==> src/rtl/rst_sequencer_pkg.sv <==
// Shared state encoding for the reset sequencer.
// Values are fixed because other syscon blocks decode them.
package rst_sequencer_pkg;

   typedef enum logic [2:0] {
      ST_WAIT_LOCK  = 3'd0,
      ST_WAIT_READY = 3'd1,
      ST_GAP        = 3'd2,
      ST_RUN        = 3'd3,
      ST_FAULT      = 3'd4
   } state_t;

endpackage

==> src/rtl/rst_sequencer_sync2.sv <==
// Two-flop synchronizer for one asynchronous level into wb_clk_i.
// Latency is 2 cycles. There is no backpressure; the output is a plain level.
module sync2 (
   input  logic wb_clk_i,
   input  logic wb_rst_n_i,
   input  logic d,
   output logic q
);

   logic meta;

   always_ff @(posedge wb_clk_i or negedge wb_rst_n_i) begin
      if (!wb_rst_n_i) begin
         meta <= 1'b0;
         q    <= 1'b0;
      end else begin
         meta <= d;
         q    <= meta;
      end
   end

endmodule

==> src/rtl/rst_sequencer.sv <==
// Releases domain resets in index order after clock lock; there is a gap and a ready wait per domain.
// Release happens LOCK_CYCLES+2 cycles after lock. There is no backpressure; a domain that never becomes ready raises a sticky fault.
module rst_sequencer
   import rst_sequencer_pkg::*;
#(
   parameter int NUM_DOM       = 4,
   parameter int IDX_W         = 2,
   parameter int LOCK_CYCLES   = 16,
   parameter int GAP_CYCLES    = 8,
   parameter int READY_TIMEOUT = 1024,
   parameter int CNT_W         = 16
) (
   input  logic               wb_clk_i,
   input  logic               wb_rst_n_i,
   input  logic               locked_i,
   input  logic               sw_rst_i,
   input  logic [NUM_DOM-1:0] dom_ready_i,
   output logic [NUM_DOM-1:0] dom_rst_o,
   output logic               seq_done_o,
   output logic               fault_o,
   output logic [IDX_W-1:0]   fault_idx_o
);

   localparam logic [CNT_W-1:0] LOCK_LAST = CNT_W'(LOCK_CYCLES - 1);
   localparam logic [CNT_W-1:0] GAP_LAST  = CNT_W'(GAP_CYCLES - 1);
   localparam logic [CNT_W-1:0] TO_LAST   = CNT_W'(READY_TIMEOUT - 1);
   localparam logic [IDX_W-1:0] IDX_LAST  = IDX_W'(NUM_DOM - 1);

   logic lock;
   logic swr;

   sync2 u_sync_lock (.wb_clk_i(wb_clk_i), .wb_rst_n_i(wb_rst_n_i), .d(locked_i), .q(lock));
   sync2 u_sync_swr  (.wb_clk_i(wb_clk_i), .wb_rst_n_i(wb_rst_n_i), .d(sw_rst_i), .q(swr));

   state_t             state, state_nxt;
   logic [CNT_W-1:0]   cnt, cnt_nxt;
   logic [IDX_W-1:0]   idx, idx_nxt;
   logic [NUM_DOM-1:0] dom_rst_nxt;
   logic               seq_done_nxt;
   logic               fault_nxt;
   logic [IDX_W-1:0]   fault_idx_nxt;

   always_ff @(posedge wb_clk_i or negedge wb_rst_n_i) begin
      if (!wb_rst_n_i) begin
         state       <= ST_WAIT_LOCK;
         cnt         <= '0;
         idx         <= '0;
         dom_rst_o   <= '1;
         seq_done_o  <= 1'b0;
         fault_o     <= 1'b0;
         fault_idx_o <= '0;
      end else begin
         state       <= state_nxt;
         cnt         <= cnt_nxt;
         idx         <= idx_nxt;
         dom_rst_o   <= dom_rst_nxt;
         seq_done_o  <= seq_done_nxt;
         fault_o     <= fault_nxt;
         fault_idx_o <= fault_idx_nxt;
      end
   end

   always_comb begin
      state_nxt     = state;
      cnt_nxt       = cnt;
      idx_nxt       = idx;
      dom_rst_nxt   = dom_rst_o;
      seq_done_nxt  = seq_done_o;
      fault_nxt     = fault_o;
      fault_idx_nxt = fault_idx_o;

      // A software request clears even a sticky fault; loss of lock does not.
      if (swr) begin
         state_nxt     = ST_WAIT_LOCK;
         cnt_nxt       = '0;
         idx_nxt       = '0;
         dom_rst_nxt   = '1;
         seq_done_nxt  = 1'b0;
         fault_nxt     = 1'b0;
         fault_idx_nxt = '0;
      end else if (!lock && (state == ST_WAIT_READY || state == ST_GAP || state == ST_RUN)) begin
         state_nxt    = ST_WAIT_LOCK;
         cnt_nxt      = '0;
         idx_nxt      = '0;
         dom_rst_nxt  = '1;
         seq_done_nxt = 1'b0;
      end else begin
         case (state)
            ST_WAIT_LOCK: begin
               if (!lock) begin
                  cnt_nxt = '0;
               end else if (cnt == LOCK_LAST) begin
                  dom_rst_nxt[0] = 1'b0;
                  cnt_nxt        = '0;
                  idx_nxt        = '0;
                  state_nxt      = ST_WAIT_READY;
               end else begin
                  cnt_nxt = cnt + 1'b1;
               end
            end
            ST_WAIT_READY: begin
               if (dom_ready_i[idx]) begin
                  if (idx == IDX_LAST) begin
                     state_nxt    = ST_RUN;
                     seq_done_nxt = 1'b1;
                  end else begin
                     state_nxt = ST_GAP;
                     cnt_nxt   = '0;
                  end
               end else if (cnt == TO_LAST) begin
                  state_nxt     = ST_FAULT;
                  fault_nxt     = 1'b1;
                  fault_idx_nxt = idx;
                  dom_rst_nxt   = '1;
               end else begin
                  cnt_nxt = cnt + 1'b1;
               end
            end
            ST_GAP: begin
               if (cnt == GAP_LAST) begin
                  idx_nxt              = idx + 1'b1;
                  dom_rst_nxt[idx_nxt] = 1'b0;
                  cnt_nxt              = '0;
                  state_nxt            = ST_WAIT_READY;
               end else begin
                  cnt_nxt = cnt + 1'b1;
               end
            end
            ST_RUN, ST_FAULT: begin
            end
            default: begin
               state_nxt    = ST_WAIT_LOCK;
               cnt_nxt      = '0;
               idx_nxt      = '0;
               dom_rst_nxt  = '1;
               seq_done_nxt = 1'b0;
            end
         endcase
      end
   end

endmodule

==> config.mk <==
export PLATFORM = sky130hd
export DESIGN_NAME = rst_sequencer
export DESIGN_NICKNAME = d
export VERILOG_FILES = /design/src/rtl/rst_sequencer_pkg.sv /design/src/rtl/rst_sequencer_sync2.sv /design/src/rtl/rst_sequencer.sv
export SDC_FILE = /design/constraint.sdc
export NUM_CORES = 1
export LEC_CHECK = 0
export BUFFER_PORTS_ARGS = -buffer_cell sky130_fd_sc_hd__buf_2
export CORE_MARGIN = 2
export CORE_UTILIZATION = 45
export DETAILED_ROUTE_END_ITERATION = 8
export PLACE_DENSITY_LB_ADDON = 0.15
export SYNTH_ARGS = -nofsm -noshare
export SYNTH_HDL_FRONTEND = slang
export SYNTH_SLANG_ARGS = --single-unit
==> constraint.sdc <==
create_clock -name wb_clk_i -period 2.7 [get_ports wb_clk_i]
set_input_delay 0.405 -clock wb_clk_i [delete_from_list [all_inputs] [get_ports wb_clk_i]]
set_output_delay 0.405 -clock wb_clk_i [all_outputs]
set_load 0.01 [all_outputs]
* Word level (Yosys, flattened, before mapping)
Index checks and enable logic that the tools add are counted.
Word-level totals: logic and storage cells 114, register bits 33, input bits 8, output and inout bits 8
Operators by class: order comparisons 3, equal/unequal tests 24, bitwise operators 2, $add $sub $neg 2, mux-type cells 52, reductions and logical operators 19
Operators by type and width (count):
- $mux 16 | 8
- $pmux 16 s4 | 1
- $mux 3 | 7
- $mux 2 | 10
- $mux 4 | 5
- $add 16x1->16 const B | 1
- $eq 16x10->1 const B | 1
- $eq 16x3->1 const B | 1
- $eq 16x4->1 const B | 1
- $ne 4x1->1 const B | 4
- $mux 1 | 14
- $pmux 3 s4 | 1
- $reduce_and 4->1 | 3
- $ne 5x4->1 const B | 2
- $ne 3x1->1 const B | 3
- $pmux 3 s3 | 1
- $ne 4x3->1 const B | 2
- $eq 3x2->1 const B | 2
- $lt 2x3->1 const B | 2
- $pmux 2 s3 | 1
- $reduce_and 3->1 | 2
- $reduce_and 6->1 | 1
- $reduce_or 3->1 | 2
- $ne 5x1->1 const B | 1
- other kinds (22) | 26

* Longest topological paths before layout
word-level depth 11, mapped depth 10, mapped depth without buffers 7

* Modules after synthesis
Synthesis repeated with hierarchy kept, for this count alone.
Unflattened totals: cell total of the unflattened synthesis 199, area, all modules 1959.4 um2
Modules (own cells, without submodules):
- rst_sequencer | sequential area each 730.7 um2, cells an instance 195, times used 1, area each 1859.3 um2
- sync2 | sequential area each 50.0 um2, cells an instance 2, times used 2, area each 50.0 um2

* Worst setup path before layout
No wires, ideal clock.
kind reg-to-reg, start point register cnt[13], end point register state[0], path buffers 0, library setup time 0.125 ns, data required time 2.575 ns, setup slack 0.323 ns, arrival 2.252 ns, clock period less this slack 2.377 ns, stages on the path, launching flop included 7, cell sequence dfrtp_1 -> nor4_4 -> and4_4 -> or4b_4 -> a311oi_4 -> nand2_2 -> mux2_4
On the way: cells in the longest elaborated chain, start to end 3, elaborated cells on any way between the ends 7, classes of those cells eq/ne: 6; reduce/logical: 1
Ends and longest elaborated chain:
- from (decl) | line rst_sequencer.sv:36 | logic [CNT_W-1:0] cnt, cnt_nxt;
- from (signal assigned) | line rst_sequencer.sv:54 | cnt <= cnt_nxt;
- $eq 16x10->1, or another cell as far along | line rst_sequencer.sv:110 | end else if (cnt == TO_LAST) begin
- $ne 5x1->1 (no line), or another cell as far along
- $reduce_and 5->1 (no line) *
- to (signal assigned) | line rst_sequencer.sv:53 | state <= state_nxt;
- to (decl) | line rst_sequencer.sv:35 | state_t state, state_nxt;
Every way passes the cells marked *; elsewhere a longest branch is shown, timed or not. A chain may end at the register's enable or synchronous reset.

* Worst setup path in the final report
Ends and elaborated chain as after synthesis.

==> load_flow_metrics.sql <==
INSERT INTO impl_metrics (metric_group, metric, value, unit) VALUES
('sta', 'clock.fmax', '393', 'MHz'),
('worst_hold_path', 'min_path_type', 'in2async', ''),
('synthesis', 'syn_nets', '216', ''),
('synthesis', 'count_of_flip_flops_with_a_built_in_enable_after_synthesis', '0', ''),
('cts', 'cts_post_setup_buffers_inserted', '0', ''),
('grt', 'initial_antenna_violation_count', '0', ''),
('worst_setup_path', 'critical_path_arrival', '2.71', 'ns'),
('synthesis', 'post-synth-top-area-fraction', '0.380', ''),
('pwr', 'p_leak', '0.894', 'nW'),
('outcome', 'run_status', 'completed', ''),
('cts', 'clock_path_buffers', '2', ''),
('die', 'row_count', '23', ''),
('finish', 'n_antenna_cell', '0', ''),
('grt', 'globalRoute.totalOverflow', '0', ''),
('synthesis', 'post_synth_inst_count', '203', ''),
('synthesis', 'ys_async_sr_fraction', '1.00', ''),
('worst_setup_path', 'worst-r2r-setup-slack', '0.15', 'ns'),
('job', 'timing.max_cap.violations', '0', ''),
('grt', 'globalRouteMet1Util', '0.261', ''),
('sta', 'tns_setup', '0', 'ns'),
('grt', 'grt_start_max_net_pins', '34', ''),
('synthesis', 'netlist.top_cell.by_area', 'dfrtp_1', ''),
('sta', 'timing_hold_violations_final', '0', ''),
('cts', 'tritoncts', 'done', ''),
('worst_setup_path', 'cp_data_required_time', '2.87', 'ns'),
('detailed_routing', 'drtIter0Drc', '133', ''),
('sta', 'worstMarginPinSlew', '0.727', 'ns'),
('finish', 'share_of_the_core_filled_with_cells_in_the_final_layout', '0.538', ''),
('synthesis', 'synth-main-ff-cell', 'dfrtp_1', ''),
('cts', 'clkSinkCount', '33', ''),
('cts', 'cts-hold-fix-buffers', '0', ''),
('detailed_routing', 'routed_wl', '4.11', 'mm'),
('worst_setup_path', 'crit_end_element', 'flip-flop', ''),
('detailed_routing', 'wl_per_cell', '15.1', 'um'),
('finish', 'fraction_of_final_layout_cells_sized_beyond_drive_strength_1', '0.197', ''),
('cts', 'worstSkewPairLatency', '0.28', 'ns'),
('cts', 'clk_transition_reported_paths', '0.07', 'ns'),
('grt', 'globalRouteMet3Util', '0.0468', ''),
('sta', 'maxSlewHeadroom', '0.516', ''),
('worst_setup_path', 'type_of_element_launching_the_critical_path', 'flip-flop', ''),
('die', 'die-area', '4780', 'sq um'),
('die', 'placeableCoreArea', '4030', 'sq um'),
('synthesis', 'yosys-top-cells-area', 'dfrtp_1 38%, dfstp_2 5.5%, nand2_1 4.1%, ha_1 3.3%, inv_1 3.1%', ''),
('grt', 'grt.met2_usage', '0.297', ''),
('detailed_routing', 'detail_route.first_pass.iterations', '4', ''),
('worst_setup_path', 'capture_instance_of_the_worst_register_to_register_path', 'state[0]$_DFFE_PN0P_', ''),
('sta', 'drv_slew', '0', ''),
('synthesis', 'yosysSeqAreaShare', '0.435', ''),
('synthesis', 'netlist_top_cells_count', '29 x dfrtp_1, 21 x nand2_1, 16 x inv_1, 13 x nor2_1, 10 x a21oi_1', ''),
('sta', 'rsz0062_at_grt', 'false', ''),
('synthesis', 'netlist-cell-type-count', '52', ''),
('die', 'die-height', '69.1', 'um'),
('worst_setup_path', 'critical_path_top_delay_cell', 'dfrtp_1', ''),
('placement', 'number_of_buffers_inserted_by_port_buffering', '15', ''),
('detailed_routing', 'routed-via-count', '1598', ''),
('detailed_routing', 'route.detailed.vias_per_inst', '5.85', ''),
('finish', 'fillerInstances', '369', ''),
('synthesis', 'yosys.cell_count.top_type', 'dfrtp_1', ''),
('worst_setup_path', 'critical-path-max-stage-delay', '0.47', 'ns'),
('worst_setup_path', 'crit_type', 'reg2reg', ''),
('finish', 'flow.area_growth_from_synthesis', '13.6', '%'),
('sta', 'final_min_period', '2.55', 'ns'),
('sta', 'final-setup-viol-count', '0', ''),
('sta', 'hold_slack', '0.179', 'ns'),
('worst_setup_path', 'list_of_cells_traversed_by_the_critical_path', 'nor4_4 -> and4_4 -> or4b_4 -> a311oi_4 -> nand2_2 -> mux2_4', ''),
('sta', 'timing.clock.skew', '0.00666', 'ns'),
('cts', 'cts_root_buffer', 'clkbuf_8', ''),
('synthesis', 'ys_seq_elements', '33', ''),
('die', 'initial_utilization', '0.474', ''),
('synthesis', 'synthesis.area', '1910', 'sq um'),
('cts', 'cts_max_level', '2', '');
## worst max-delay path, delay by kind of cell, from the launching register on
family / cells / cell delay (ns)
simple gates: 4 / 1.19
flops: 1 / 0.47
compound gates: 1 / 0.46
mux: 1 / 0.30
## state kept, by name, summed over array words and instances (netlist names), 2 cells and up
signal / cells
cnt: 16
dom_rst_o: 4
state: 3
fault_idx_o: 2
idx: 2
## per-stage QoR
| stage | power (mW) | instance area [sq um] | setup slack (ns) |
|---|---|---|---|
| floorplan | 0.759 | 1910 | 0.323 |
| global placement | 0.829 | 2050 | 0.223 |
| detailed placement | 0.837 | 2050 | 0.187 |
| CTS | 1.31 | 2160 | 0.158 |
| global route | 1.37 | 2170 | 0.0500 |
| finish | 1.29 | 2170 | 0.155 |
## cell type report
type | instances | area [sq um] | area share
sequential | 33 | 831 | 0.383
clock buffer | 5 | 68.8 | 0.0317
timing repair buffer | 22 | 128 | 0.0589
tap | 50 | 62.6 | 0.0289
multi-input combinational | 144 | 972 | 0.448
clock inverter | 3 | 46.3 | 0.0214
inverter | 16 | 60.1 | 0.0277
## placed cells by master (no fill, tap or decap), types with 3 or more instances in the layout
master,n
clkbuf_8,5
inv_1,16
ha_1,5
and2_1,4
a211o_1,3
nor2_1,13
nor3_1,4
nor2b_1,5
nand2b_1,5
a21oi_1,10
nand3_1,7
a22oi_1,6
dfrtp_1,29
nand4_1,6
buf_2,15
buf_4,7
o21ai_0,5
o41ai_1,3
o31ai_1,3
o22ai_1,8
nand2_1,21
a21o_1,3
dfstp_2,4
## routing by layer
metal,vias up,part of all wire
met5,-,0
met4,0,0.0070
met3,4,0.052
met2,43,0.48
met1,777,0.46
li1,774,-
## worst max path at each step
stage	startpoint	endpoint	cells after the start
floorplan	cnt[13]$_DFFE_PN0P_	state[0]$_DFFE_PN0P_	6
global placement	cnt[13]$_DFFE_PN0P_	state[0]$_DFFE_PN0P_	6
detailed placement	cnt[13]$_DFFE_PN0P_	state[0]$_DFFE_PN0P_	6
CTS	cnt[13]$_DFFE_PN0P_	state[0]$_DFFE_PN0P_	6
global route	cnt[13]$_DFFE_PN0P_	idx[1]$_DFFE_PN0P_	6
finish	cnt[13]$_DFFE_PN0P_	state[0]$_DFFE_PN0P_	6
## cells by family after synthesis
family / after synthesis / share of synthesized area
AND/OR/NAND/NOR: 79 / 0.226
buffers and inverters: 26 / 0.0590
flip-flops: 33 / 0.435
multiplexers: 4 / 0.0301
AO/OA/AOI/OAI: 56 / 0.217
adder cells (fa/ha/maj): 5 / 0.0328
## timing repair
item                                    CTS  global route
endpoints found under the hold margin     0             0
resized for setup                         0             1
endpoints found under the setup margin    0             6
## report_power, final
group	switching, mW	leakage (nW)	total (mW)	internal (mW)
Clock	0.186	0.0543	0.462	0.276
Sequential	0.0376	0.436	0.566	0.528
Combinational	0.156	0.404	0.267	0.111
Total	0.380	0.894	1.29	0.915
(Power assumes the default switching activity.)
